`src/rtl/mapper_config_controller.sv`:
```
// Mapper configuration register block.
// CPU writes to $5000-$5FFF (mirrored every 8 bytes) stage values into a shadow
// copy of every field. A control write (index 7) commits the shadow to the
// outputs and can lock the block. A two-byte key ($A5 then $5A to index 7)
// unlocks it again. Unlocking never commits.
module mapper_config_controller #(
    parameter logic [6:0] RESET_PRG_MASK = 7'h78,
    parameter logic [4:0] RESET_MAPPER   = 5'd0
) (
    input  logic        m2,
    input  logic        reset,
    input  logic        romsel,
    input  logic        cpu_rw_in,
    input  logic [14:0] cpu_addr_in,
    input  logic [7:0]  cpu_data_in,
    output logic [12:0] cpu_base,
    output logic [6:0]  prg_mask,
    output logic [4:0]  chr_mask,
    output logic [1:0]  sram_page,
    output logic [4:0]  flags,
    output logic [4:0]  mapper_select,
    output logic        locked,
    output logic        pending
);

    typedef enum logic [1:0] {
        ST_UNLOCKED = 2'd0,
        ST_LOCKED   = 2'd1,
        ST_KEY1     = 2'd2
    } state_t;

    localparam logic [7:0] KEY_FIRST  = 8'hA5;
    localparam logic [7:0] KEY_SECOND = 8'h5A;

    state_t state;
    state_t state_next;

    // Shadow copy of every configurable field.
    logic [12:0] sh_cpu_base;
    logic [6:0]  sh_prg_mask;
    logic [4:0]  sh_chr_mask;
    logic [1:0]  sh_sram_page;
    logic [4:0]  sh_flags;
    logic [4:0]  sh_mapper;

    logic        cfg_wr;
    logic        ctrl_wr;
    logic [2:0]  reg_idx;
    logic        shadow_we;
    logic        commit_en;
    logic        pending_set;

    // Only A2..A0 select a register; A11..A3 are mirrored and deliberately ignored.
    logic unused_addr_bits;
    assign unused_addr_bits = ^cpu_addr_in[11:3];

    assign cfg_wr  = romsel && !cpu_rw_in && (cpu_addr_in[14:12] == 3'b101);
    assign reg_idx = cpu_addr_in[2:0];
    assign ctrl_wr = cfg_wr && (reg_idx == 3'd7);

    assign locked  = (state != ST_UNLOCKED);

    // Lock state register.
    always_ff @(posedge m2 or posedge reset) begin
        if (reset) begin
            state <= ST_UNLOCKED;
        end else begin
            state <= state_next;
        end
    end

    // Next-state decode plus shadow/commit strobes; key writes never act as control writes.
    always_comb begin
        state_next  = state;
        shadow_we   = 1'b0;
        commit_en   = 1'b0;
        pending_set = 1'b0;
        case (state)
            ST_UNLOCKED: begin
                if (cfg_wr && !ctrl_wr) begin
                    shadow_we   = 1'b1;
                    pending_set = 1'b1;
                end
                if (ctrl_wr) begin
                    commit_en = cpu_data_in[0];
                    if (cpu_data_in[7]) begin
                        state_next = ST_LOCKED;
                    end
                end
            end
            ST_LOCKED: begin
                if (ctrl_wr && (cpu_data_in == KEY_FIRST)) begin
                    state_next = ST_KEY1;
                end
            end
            ST_KEY1: begin
                if (cfg_wr) begin
                    if (ctrl_wr && (cpu_data_in == KEY_SECOND)) begin
                        state_next = ST_UNLOCKED;
                    end else begin
                        state_next = ST_LOCKED;
                    end
                end
            end
            default: begin
                state_next = ST_UNLOCKED;
            end
        endcase
    end

    // Shadow field updates, one register index per write.
    always_ff @(posedge m2 or posedge reset) begin
        if (reset) begin
            sh_cpu_base  <= 13'd0;
            sh_prg_mask  <= RESET_PRG_MASK;
            sh_chr_mask  <= 5'd0;
            sh_sram_page <= 2'd0;
            sh_flags     <= 5'd0;
            sh_mapper    <= RESET_MAPPER;
        end else if (shadow_we) begin
            case (reg_idx)
                3'd0: sh_cpu_base[12:5] <= cpu_data_in;
                3'd1: sh_cpu_base[4:0]  <= cpu_data_in[4:0];
                3'd2: sh_prg_mask       <= cpu_data_in[6:0];
                3'd3: sh_chr_mask       <= cpu_data_in[4:0];
                3'd4: begin
                    // {four_screen, map_rom_on_6000, sram_enabled} land in flags[2:0].
                    sh_flags[2:0] <= cpu_data_in[4:2];
                    sh_sram_page  <= cpu_data_in[1:0];
                end
                3'd5: sh_flags[4:3]     <= cpu_data_in[1:0];
                3'd6: sh_mapper         <= cpu_data_in[4:0];
                default: begin
                end
            endcase
        end
    end

    // Committed outputs: copied from the shadow on a commit, otherwise held.
    always_ff @(posedge m2 or posedge reset) begin
        if (reset) begin
            cpu_base      <= 13'd0;
            prg_mask      <= RESET_PRG_MASK;
            chr_mask      <= 5'd0;
            sram_page     <= 2'd0;
            flags         <= 5'd0;
            mapper_select <= RESET_MAPPER;
        end else if (commit_en) begin
            cpu_base      <= sh_cpu_base;
            prg_mask      <= sh_prg_mask;
            chr_mask      <= sh_chr_mask;
            sram_page     <= sh_sram_page;
            flags         <= sh_flags;
            mapper_select <= sh_mapper;
        end
    end

    // Pending marks shadow contents that differ from what was last committed.
    always_ff @(posedge m2 or posedge reset) begin
        if (reset) begin
            pending <= 1'b0;
        end else if (commit_en) begin
            pending <= 1'b0;
        end else if (pending_set) begin
            pending <= 1'b1;
        end
    end

endmodule

```
`config.mk`:
```
export PLATFORM = sky130hd
export DESIGN_NAME = mapper_config_controller
export DESIGN_NICKNAME = d
export VERILOG_FILES = /design/src/rtl/mapper_config_controller.sv
export SDC_FILE = /design/constraint.sdc
export NUM_CORES = 1
export LEC_CHECK = 0
export ABC_AREA = 1
export CAP_MARGIN = 20
export CELL_PAD_IN_SITES_DETAIL_PLACEMENT = 1
export CELL_PAD_IN_SITES_GLOBAL_PLACEMENT = 1
export CORE_ASPECT_RATIO = 0.75
export CORE_UTILIZATION = 35
export CTS_CLUSTER_DIAMETER = 150
export CTS_CLUSTER_SIZE = 40
export DETAILED_ROUTE_END_ITERATION = 7
export HOLD_SLACK_MARGIN = 0.06
export PLACE_DENSITY = 0.79
export SETUP_SLACK_MARGIN = 0.5
export SYNTH_ARGS = -nofsm -noshare
export SYNTH_HDL_FRONTEND = slang
export SYNTH_SLANG_ARGS = --single-unit
```
`constraint.sdc`:
```
create_clock -name m2 -period 3 [get_ports m2]
set_input_delay 0.6 -clock m2 [delete_from_list [all_inputs] [get_ports m2]]
set_output_delay 0.6 -clock m2 [all_outputs]
set_load 0.1 [all_outputs]
```
==> impl_metrics.csv, run 1 <==
group,metric,value,unit
yosys,synthArstFlopShare,100,%
critical_path,worst_setup_path_end_kind,"register",
yosys,synthesis.nets,415,
power_and_ir_drop,vdd_drop_max,0.382,mV
cells_and_area,fin_nets,477,
cts,path_clk_slew,0.06,ns
run,cap_violations,0,
placement,gp_congestion,0.788,
yosys,post_synth_inst_count,388,
timing,fin_ws,0.651,ns
cells_and_area,area_growth,27.1,%
placement,dp_hpwl,5950,um
yosys,yosys_warnings,0,
cells_and_area,diodes,0,
detailed_routing,vias,2707,
grt,use_met1,25.8,%
cts,numCtsBuffers,9,
yosys,synth_common_cells,"nand2_1, dfrtp_1, nand3_1",
placement,pre_cts_slack,0.162,ns
yosys,synth_top_area_share,53.4,%
power_and_ir_drop,power_density,630,nW/um^2
timing,maxSlewViolCount,0,
placement,io_buffers,56,
timing,finalCritPeriodShare,78.3,%
cts,tritoncts,"done",
critical_path,cp-start-kind,"input pin",
die,start_util,37.2,%
hold_path,hold_class,"register to register",
grt,grt_pass1_vias,2728,
die,chipHeight,85.3,um
grt,grt_remaining_overflow,0,
critical_path,cpPeakStageDelay,0.59,ns
die,die_width,113,um
detailed_routing,ant_nets,0,
timing,fmax,426,MHz
cts,h-tree-depth,3,
outcome,outcome,"finished clean",
cts,clkLatencyLatePin,0.34,ns
critical_path,critical_path_class,"input pin to register",
yosys,synthTopCellsByArea,"dfrtp_1, nand2_1, dfstp_2",
power_and_ir_drop,p_leak,0.00226,uW
yosys,syn_area,3240,um^2
timing,final_hold_viol_count,0,
timing,fin_skew,0.00325,ns
cts,clk_path_buf_depth,2,
detailed_routing,dr.pass1.iters,4,
critical_path,crit_family,"buffers and inverters",
critical_path,crit_chain,"clkdlybuf4s50_1, inv_2, nor2_4, inv_1, nand3_1, clkinvlp_2, nand3_1, nand2_1",
yosys,synth.largest_area_cell,"dfrtp_1",
critical_path,cp_common_cell,"nand3_1",
yosys,synth.most_common_cell,"nand2_1",
yosys,synth_edf_count,0,
yosys,ys_seq_area_share,59.9,%
cells_and_area,postLayoutCoreUtil,47.2,%
grt,grtUsageMet2,29.7,%
yosys,synth_cell_type_count,18,
timing,fin_tns_setup,0,ns
timing,maxSlewHeadroom,56.1,%
cells_and_area,final_layout_size_suffix_gt1_share,17.4,%
yosys,synth.ff_latch_count,77,
timing,setup_viol,0,
detailed_routing,drtIter0Drc,153,
grt,top_usage_layer,"met2",
grt,antenna_found_initial,0,
detailed_routing,wl_per_cell,15.0,um
grt,met3_usage,5.14,%
die,core_area,8710,um^2
grt,gr-usage-all-layers,19.0,%
die,io_pins,66,
yosys,yosys_most_used_dff,"dfrtp_1",
grt,grt_pass1_wl,14000,um
critical_path,slowest_stage,"clkdlybuf4s50_1",
detailed_routing,wirelength,8430,um
cts,cts-root-buf,"clkbuf_16",
detailed_routing,vias_per_cell,4.81,
timing,tightestPinTransition,0.658,ns
grt,grt_max_degree,39,
die,row_count,29,
critical_path,cp.arrival,2.57,ns
cts,clock-sinks,77,
cts,ctsHoldBuffers,0,
yosys,syn_avg_cell_area,8.34,um^2
timing,min_period,2.35,ns
critical_path,crit_fanout,11,
timing,rsz0062_at_grt,"true",
detailed_routing,drc,0,
critical_path,cp_num_buf_inv,4,
critical_path,required,3.22,ns
die,die_area,9640,um^2
timing repair:
action / CTS / global route
resized for setup: 0 / 1
setup endpoints to repair: 0 / 5
buffers inserted: 0 / 2
sequential cells by signal (all words and copies together), names as in the netlist, 5 cells and up:
signal and cells:
flags 5, chr_mask 5, sh_mapper 5, sh_cpu_base 13, mapper_select 5, sh_chr_mask 5, prg_mask 7, sh_prg_mask 7
sh_flags 5, cpu_base 13
final cells by class:
class,instances,area (um^2)
fillers,1067,4600
flip-flops and latches,77,1940
multi-input cells,279,1120
repair buffers,63,528
clock buffers,9,225
well taps,108,135
clock inverters,7,80.1
inverters,19,78.8
repair inverters,1,5.00
power breakdown:
| group | leakage (uW) | internal [uW] | switching (uW) |
|---|---|---|---|
| Clock | 0.000143 | 654 | 458 |
| Sequential | 0.00103 | 1100 | 41.2 |
| Combinational | 0.00108 | 84.8 | 247 |
cell usage in the layout, fill, tap and decap left out, types with 2 or more instances in the layout:
cell | netlist | routed
dfrtp_1 | 69 | 69
nand2_1 | 219 | 219
clkinvlp_4 | 0 | 4
nor2_1 | 18 | 18
inv_6 | 0 | 3
clkbuf_16 | 0 | 9
nor3_1 | 4 | 4
nand3_1 | 27 | 27
inv_2 | 2 | 2
clkdlybuf4s50_1 | 0 | 17
buf_4 | 0 | 45
dfstp_2 | 8 | 8
o21ai_0 | 5 | 5
inv_1 | 17 | 15
worst register-to-register path: cells and delay by family, from the launching register on:
family / cells / cell delay, ns
AND/OR/NAND/NOR: 6 / 1.34
flip-flops: 1 / 0.44
kinds of logic after synthesis:
| family | synth area share (%) |
|---|---|
| buf+inv | 5.45 |
| simple gates | 33.5 |
| flops | 59.9 |
| compound gates | 1.16 |
metal layers:
metal / vias up / routed length [um]
met3: 13 / 366
met4: 0 / 126
li1: 1312 / -
met5: - / 0
met2: 68 / 3840
met1: 1314 / 4100
final timing paths:
| path | from | endpoint | slack, ns | depth (start not counted) |
|---|---|---|---|---|
| max | cpu_addr_in[2] | sh_cpu_base[0] | 0.65 | 8 |
| min reg2reg | prg_mask[3] | prg_mask[3] | 0.46 | 2 |
| max in group asynchronous | reset | sh_prg_mask[3] | 1.59 | 3 |
| min in group asynchronous | reset | chr_mask[4] | 0.69 | 2 |
| max reg2reg | state[1] | sh_mapper[0] | 1.10 | 6 |
| min | prg_mask[3] | prg_mask[3] | 0.46 | 2 |
stage by stage:
stage | instances | area [um^2] | hold WS, ns | total power, uW
floorplan | 388 | 3240 | 0.442 | 1390
finish | 563 | 4110 | 0.461 | 2590
global route | 563 | 4110 | 0.490 | 2690
CTS | 560 | 4090 | 0.466 | 2620
global placement | 544 | 3780 | 0.456 | 1480
detailed placement | 544 | 3780 | 0.458 | 1490
Power figures use the tool's default switching activity.
==> run 2, diff against run 1 <==
==> constraint.sdc (replaced) <==
create_clock -name m2 -period 2.2 [get_ports m2]
set_input_delay 0.44 -clock m2 [delete_from_list [all_inputs] [get_ports m2]]
set_output_delay 0.44 -clock m2 [all_outputs]
set_load 0.1 [all_outputs]
==> impl_metrics.csv, run 2 (synthesized netlist as in run 1, its figures left out) <==
group,metric,value,unit
cells_and_area,area_growth,36.9,%
hold_path,hold_end,"prg_mask[6]",
timing,maxSlewHeadroom,68.4,%
detailed_routing,ant_nets,0,
timing,rsz0062_at_grt,"false",
die,chipHeight,85.3,um
timing,fin_ws,0.542,ns
critical_path,required,2.42,ns
die,die_width,113,um
critical_path,regToRegSetupSlack,0.71,ns
grt,antenna_found_initial,0,
cts,path_clk_slew,0.06,ns
hold_path,hp-start,"prg_mask[6]",
timing,fin_skew,0.00585,ns
timing,setup_viol,0,
grt,grtUsageMet2,33.4,%
timing,fmax,603,MHz
detailed_routing,drc,0,
placement,pre_cts_slack,-0.127,ns
hold_path,hold_class,"register to register",
critical_path,cp-start-kind,"input pin",
cells_and_area,layout_commonest_cell,"nand2_1",
grt,grt_pass1_wl,15400,um
placement,io_buffers,56,
placement,gp_congestion,0.832,
detailed_routing,wirelength,9130,um
cells_and_area,diodes,0,
power_and_ir_drop,seqPwrFrac,44.0,%
cells_and_area,top_regs,"cpu_base x13, sh_cpu_base x13",
cts,clock-sinks,77,
cts,tritoncts,"done",
cts,cts-root-buf,"clkbuf_16",
die,io_pins,66,
grt,use_met1,29.2,%
cells_and_area,design_area,4430,um^2
critical_path,r2r-end,"sh_cpu_base[11]",
cts,clk_path_buf_depth,2,
grt,grt_max_degree,78,
timing,maxSlewViolCount,0,
cts,h-tree-depth,3,
power_and_ir_drop,combPwrFrac,14.1,%
placement,dp_hpwl,5970,um
grt,grt_pass1_vias,2862,
critical_path,crit_fanout,8,
critical_path,cp.arrival,1.88,ns
detailed_routing,vias_per_cell,4.77,
power_and_ir_drop,power_density,803,nW/um^2
critical_path,critical_path_class,"input pin to register",
power_and_ir_drop,p_leak,0.00243,uW
detailed_routing,drtIter0Drc,215,
grt,grt_remaining_overflow,0,
cts,ctsHoldBuffers,0,
grt,top_usage_layer,"met2",
power_and_ir_drop,power.switching_fraction,28.7,%
cells_and_area,fin_nets,496,
detailed_routing,vias,2775,
detailed_routing,dr.pass1.iters,4,
power_and_ir_drop,vdd_drop_max,0.604,mV
timing,min_period,1.66,ns
critical_path,r2r_cells,7,
run,cap_violations,0,
hold_path,holdPathStages,2,
power_and_ir_drop,intPower,2540,uW
die,row_count,29,
critical_path,worst_setup_path_end_kind,"register",
die,die_area,9640,um^2
timing,finalCritPeriodShare,75.4,%
grt,gr-usage-all-layers,21.4,%
cells_and_area,n_fill_cell,1018,
outcome,outcome,"finished clean",
cells_and_area,final_layout_size_suffix_gt1_share,24.5,%
die,start_util,37.2,%
grt,met3_usage,6.29,%
detailed_routing,wl_per_cell,15.7,um
power_and_ir_drop,p_clk_share,41.8,%
power_and_ir_drop,switchingPower,1020,uW
timing,tightestPinTransition,0.472,ns
critical_path,reg2reg_from,"state[0]",
cts,clkLatencyLatePin,0.34,ns
die,core_area,8710,um^2
timing,final_hold_viol_count,0,
placement,placed_cell_area,3910,um^2
cts,numCtsBuffers,9,
cells_and_area,mostFrequentLayoutCells,"nand2_1, dfrtp_1, buf_4",
-- run 2: cell type report --
cell class,count,area (um^2),share of cell area [%]
clock buffer,9,225,5.08
timing repair inverter,3,36.3,0.819
inverter,19,91.3,2.06
timing repair buffer,80,747,16.9
clock inverter,7,75.1,1.69
multi-input combinational,279,1180,26.7
sequential,77,1940,43.7
tap,108,135,3.05
-- run 2: worst max path at each step --
stage          depth (start not counted)       startpoint     endpoint  slack (ns)
2_1_floorplan                          8         state[1]  chr_mask[0]        0.40
3_3_place_gp                           9  cpu_addr_in[14]  prg_mask[2]       -0.01
3_5_place_dp                           9  cpu_addr_in[12]  chr_mask[1]       -0.13
4_1_cts                                3         state[1]       locked        0.54
5_1_grt                                3         state[0]       locked        0.50
6_report                               6   cpu_data_in[2]     state[0]        0.54
-- run 2: power groups by stage --
| stage | Sequential (uW) | Clock (uW) | Combinational [uW] |
|---|---|---|---|
| final | 1570 | 1490 | 503 |
| after global routing | 1580 | 1600 | 542 |
| after CTS | 1570 | 1530 | 505 |
| after detailed placement | 1590 | 0 | 490 |
| after global placement | 1580 | 0 | 476 |
| after floorplan | 1660 | 0 | 230 |
-- run 2: worst max-delay path: stages --
cell and delay, ns:
clkdlybuf4s50_1 0.72, nand2_1 0.16, nor3_1 0.19, nand2_1 0.08
o21ai_0 0.20, nand2_1 0.09
-- run 2: repair_timing --
action | 4_1_cts | 5_1_grt
gates cloned | 4 | 0
setup endpoints to repair | 76 | 1
setup buffers | 5 | 0
pin swaps | 9 | 1
resized for setup | 48 | 1
hold endpoints to repair | 0 | 0
-- run 2: through the flow --
step | hold WS, ns | TNS [ns] | utilization [%] | std cells | power, uW
after floorplan | 0.442 | 0 | - | 388 | 1890
after global placement | 0.455 | -0.177 | 44.8 | 557 | 2060
after detailed placement | 0.455 | -3.62 | 44.8 | 557 | 2080
after CTS | 0.464 | 0 | 50.9 | 582 | 3600
after global routing | 0.489 | 0 | 50.9 | 582 | 3710
final | 0.462 | 0 | 50.9 | 582 | 3560
-- run 2: routing by layer --
| layer | share of wire [%] | vias to the layer above |
|---|---|---|
| met1 | 47 | 1348 |
| met2 | 47 | 61 |
| met4 | 1.2 | 0 |
| li1 | - | 1355 |
| met3 | 4.6 | 11 |
| met5 | 0 | - |
==> run 3, diff against run 2 <==
--- a/config.mk
+++ b/config.mk
@@ -10,12 +10,12 @@
 export CELL_PAD_IN_SITES_DETAIL_PLACEMENT = 1
 export CELL_PAD_IN_SITES_GLOBAL_PLACEMENT = 1
 export CORE_ASPECT_RATIO = 0.75
-export CORE_UTILIZATION = 35
+export CORE_UTILIZATION = 34
 export CTS_CLUSTER_DIAMETER = 150
 export CTS_CLUSTER_SIZE = 40
 export DETAILED_ROUTE_END_ITERATION = 7
 export HOLD_SLACK_MARGIN = 0.06
-export PLACE_DENSITY = 0.79
+export PLACE_DENSITY = 0.81
 export SETUP_SLACK_MARGIN = 0.5
 export SYNTH_ARGS = -nofsm -noshare
 export SYNTH_HDL_FRONTEND = slang
==> constraint.sdc (replaced) <==
create_clock -name m2 -period 1.49 [get_ports m2]
set_input_delay 0.298 -clock m2 [delete_from_list [all_inputs] [get_ports m2]]
set_output_delay 0.298 -clock m2 [all_outputs]
set_load 0.1 [all_outputs]
==> impl_metrics.csv, run 3 (synthesized netlist as in run 1, its figures left out) <==
group,metric,value,unit
grt,antenna_found_initial,0,
cts,clock-sinks,77,
grt,gr-usage-all-layers,35.7,%
cells_and_area,multi_input_area,2090,um^2
timing,fin_tns_setup,-4.18,ns
critical_path,crit_chain,"nor2_4, buf_6, nand3_4, buf_6, nor2_4, nand2_4, nand2_1, nand2_1",
detailed_routing,vias_per_cell,5.75,
detailed_routing,wirelength,21000,um
die,io_pins,66,
cts,clk_path_buf_depth,2,
timing,fin_ws,-0.152,ns
timing,fin_skew,0.00754,ns
run,cap_violations,0,
cells_and_area,mostFrequentLayoutCells,"nand2_2, buf_4, nand2_1",
placement,dp_hpwl,7090,um
die,core_area,9160,um^2
cells_and_area,layout_commonest_cell,"nand2_2",
die,start_util,35.3,%
critical_path,reg2reg_from,"state[0]",
detailed_routing,wl_met3,1430,um
cells_and_area,diodes,0,
detailed_routing,m1WireLength,7680,um
power_and_ir_drop,power_density,925,nW/um^2
outcome,outcome,"finished, violations left",
cells_and_area,n_fill_cell,892,
critical_path,cpPeakStageDelay,0.44,ns
critical_path,crit_path_end,"sh_mapper[3]",
detailed_routing,wl_per_cell,30.4,um
grt,grt_pass1_vias,4071,
critical_path,crit_fanout,5,
timing,finalCritPeriodShare,110,%
critical_path,required,1.71,ns
timing,maxSlewViolCount,0,
die,chipHeight,86.5,um
cells_and_area,fin_nets,583,
grt,grt_pass1_wl,25000,um
outcome,violations,"setup timing",
placement,gp_congestion,0.865,
critical_path,worst_setup_path_end_kind,"register",
timing,min_period,1.64,ns
die,row_count,30,
timing,tightestPinTransition,0.518,ns
detailed_routing,drc,0,
cts,numCtsBuffers,9,
critical_path,r2r-end,"sh_mapper[3]",
placement,dp.cells,603,
detailed_routing,drtIter0Drc,297,
cells_and_area,top_regs,"cpu_base x13, sh_cpu_base x13",
grt,grt_max_degree,31,
critical_path,critPathLaunch,"state[0]",
timing,maxSlewHeadroom,65.5,%
timing,setup_viol,65,
cts,clkLatencyLatePin,0.35,ns
critical_path,critical_path_class,"register to register",
cts,ctsHoldBuffers,0,
power_and_ir_drop,p_leak,0.00334,uW
critical_path,regToRegSetupSlack,-0.15,ns
detailed_routing,ant_nets,0,
die,die_width,115,um
critical_path,worstSetupPathDepth,8,
cts,tritoncts,"done",
timing,final_hold_viol_count,0,
cts,cts-root-buf,"clkbuf_16",
detailed_routing,met2_length,10100,um
critical_path,slowest_stage,"dfrtp_1",
die,die_area,9910,um^2
critical_path,cp-start-kind,"register",
critical_path,r2r_cells,8,
power_and_ir_drop,vdd_drop_max,1.22,mV
detailed_routing,top_layer_used,"met4",
cells_and_area,area_growth,110,%
placement,io_buffers,56,
cts,h-tree-depth,3,
timing,fmax,609,MHz
grt,grt_remaining_overflow,0,
cells_and_area,seq_area,1990,um^2
detailed_routing,vias,3962,
critical_path,cp.arrival,1.86,ns
critical_path,crit_family,"simple AND/OR/NAND/NOR gates",
critical_path,cp_num_buf_inv,2,
timing,rsz0062_at_grt,"true",
detailed_routing,dr.pass1.iters,5,
hold_path,hold_class,"input pin to async pin",
cells_and_area,final_layout_size_suffix_gt1_share,74.3,%
cts,path_clk_slew,0.07,ns
cells_and_area,fin_cells,689,
## run 3: changes by cell type in the layout (fill, tap and decap cells not counted), sizes merged, moves of 2 or more
cell / delta
buf: +88
clkinvlp: -2
clkdlybuf4s50: -8
clkdlybuf4s15: +6
clkinv: +2
clkbuf: +3
inv: -5
## run 3: worst reg2reg max path, delay by kind of cell, from the launching register on
kind	cells	cell delay, ns
buf+inv	2	0.28
flops	1	0.44
simple gates	6	0.81
## run 3: how the worst min path moves through the flow
| stage | endpoint | slack [ns] |
|---|---|---|
| after floorplan | sh_flags[1] | 0.41 |
| after global placement | sh_prg_mask[4] | 0.46 |
| after detailed placement | sh_prg_mask[6] | 0.46 |
| after CTS | sh_chr_mask[2] | 0.26 |
| after global routing | sh_chr_mask[0] | 0.27 |
| final | sh_chr_mask[0] | 0.26 |
## run 3: report_power, final
part	switching [uW]	leakage [uW]	total, uW	internal (uW)
clock network	1010	0.000156	2480	1470
registers	186	0.000982	2410	2230
logic	882	0.00220	1380	496
## run 3: metrics by stage
step                setup WS (ns)  utilization [%]  hold WS (ns)  total power [uW]  area, um^2
CTS                       -0.0257             67.5         0.263              5810        6190
finish                     -0.152             74.0         0.257              6270        6780
detailed placement         -0.463             51.2         0.461              3240        4690
floorplan                  -0.302                -         0.408              2810        3340
global placement           -0.370             51.2         0.455              3190        4690
global route               -0.182             74.0         0.268              6360        6780
## run 3: layout make-up
cell class	count	share of cell area (%)
sequential	77	29.4
clock inverter	6	1.29
multi-input combinational	280	30.8
clock buffer	10	3.38
timing repair buffer	169	31.2
inverter	19	1.50
tap	128	2.36
## run 3: timing repair
item / 4_1_cts / 5_1_grt
gates cloned: 8 / 1
endpoints found under the setup margin: 116 / 116
setup buffers: 46 / 15
resized for setup: 223 / 117
pin swaps: 86 / 82
## run 3: routing by layer
metal,vias up,track usage (%)
met5,-,0
met4,0,21.1
met3,141,8.32
met2,292,61.0
met1,2005,41.5
li1,1524,-
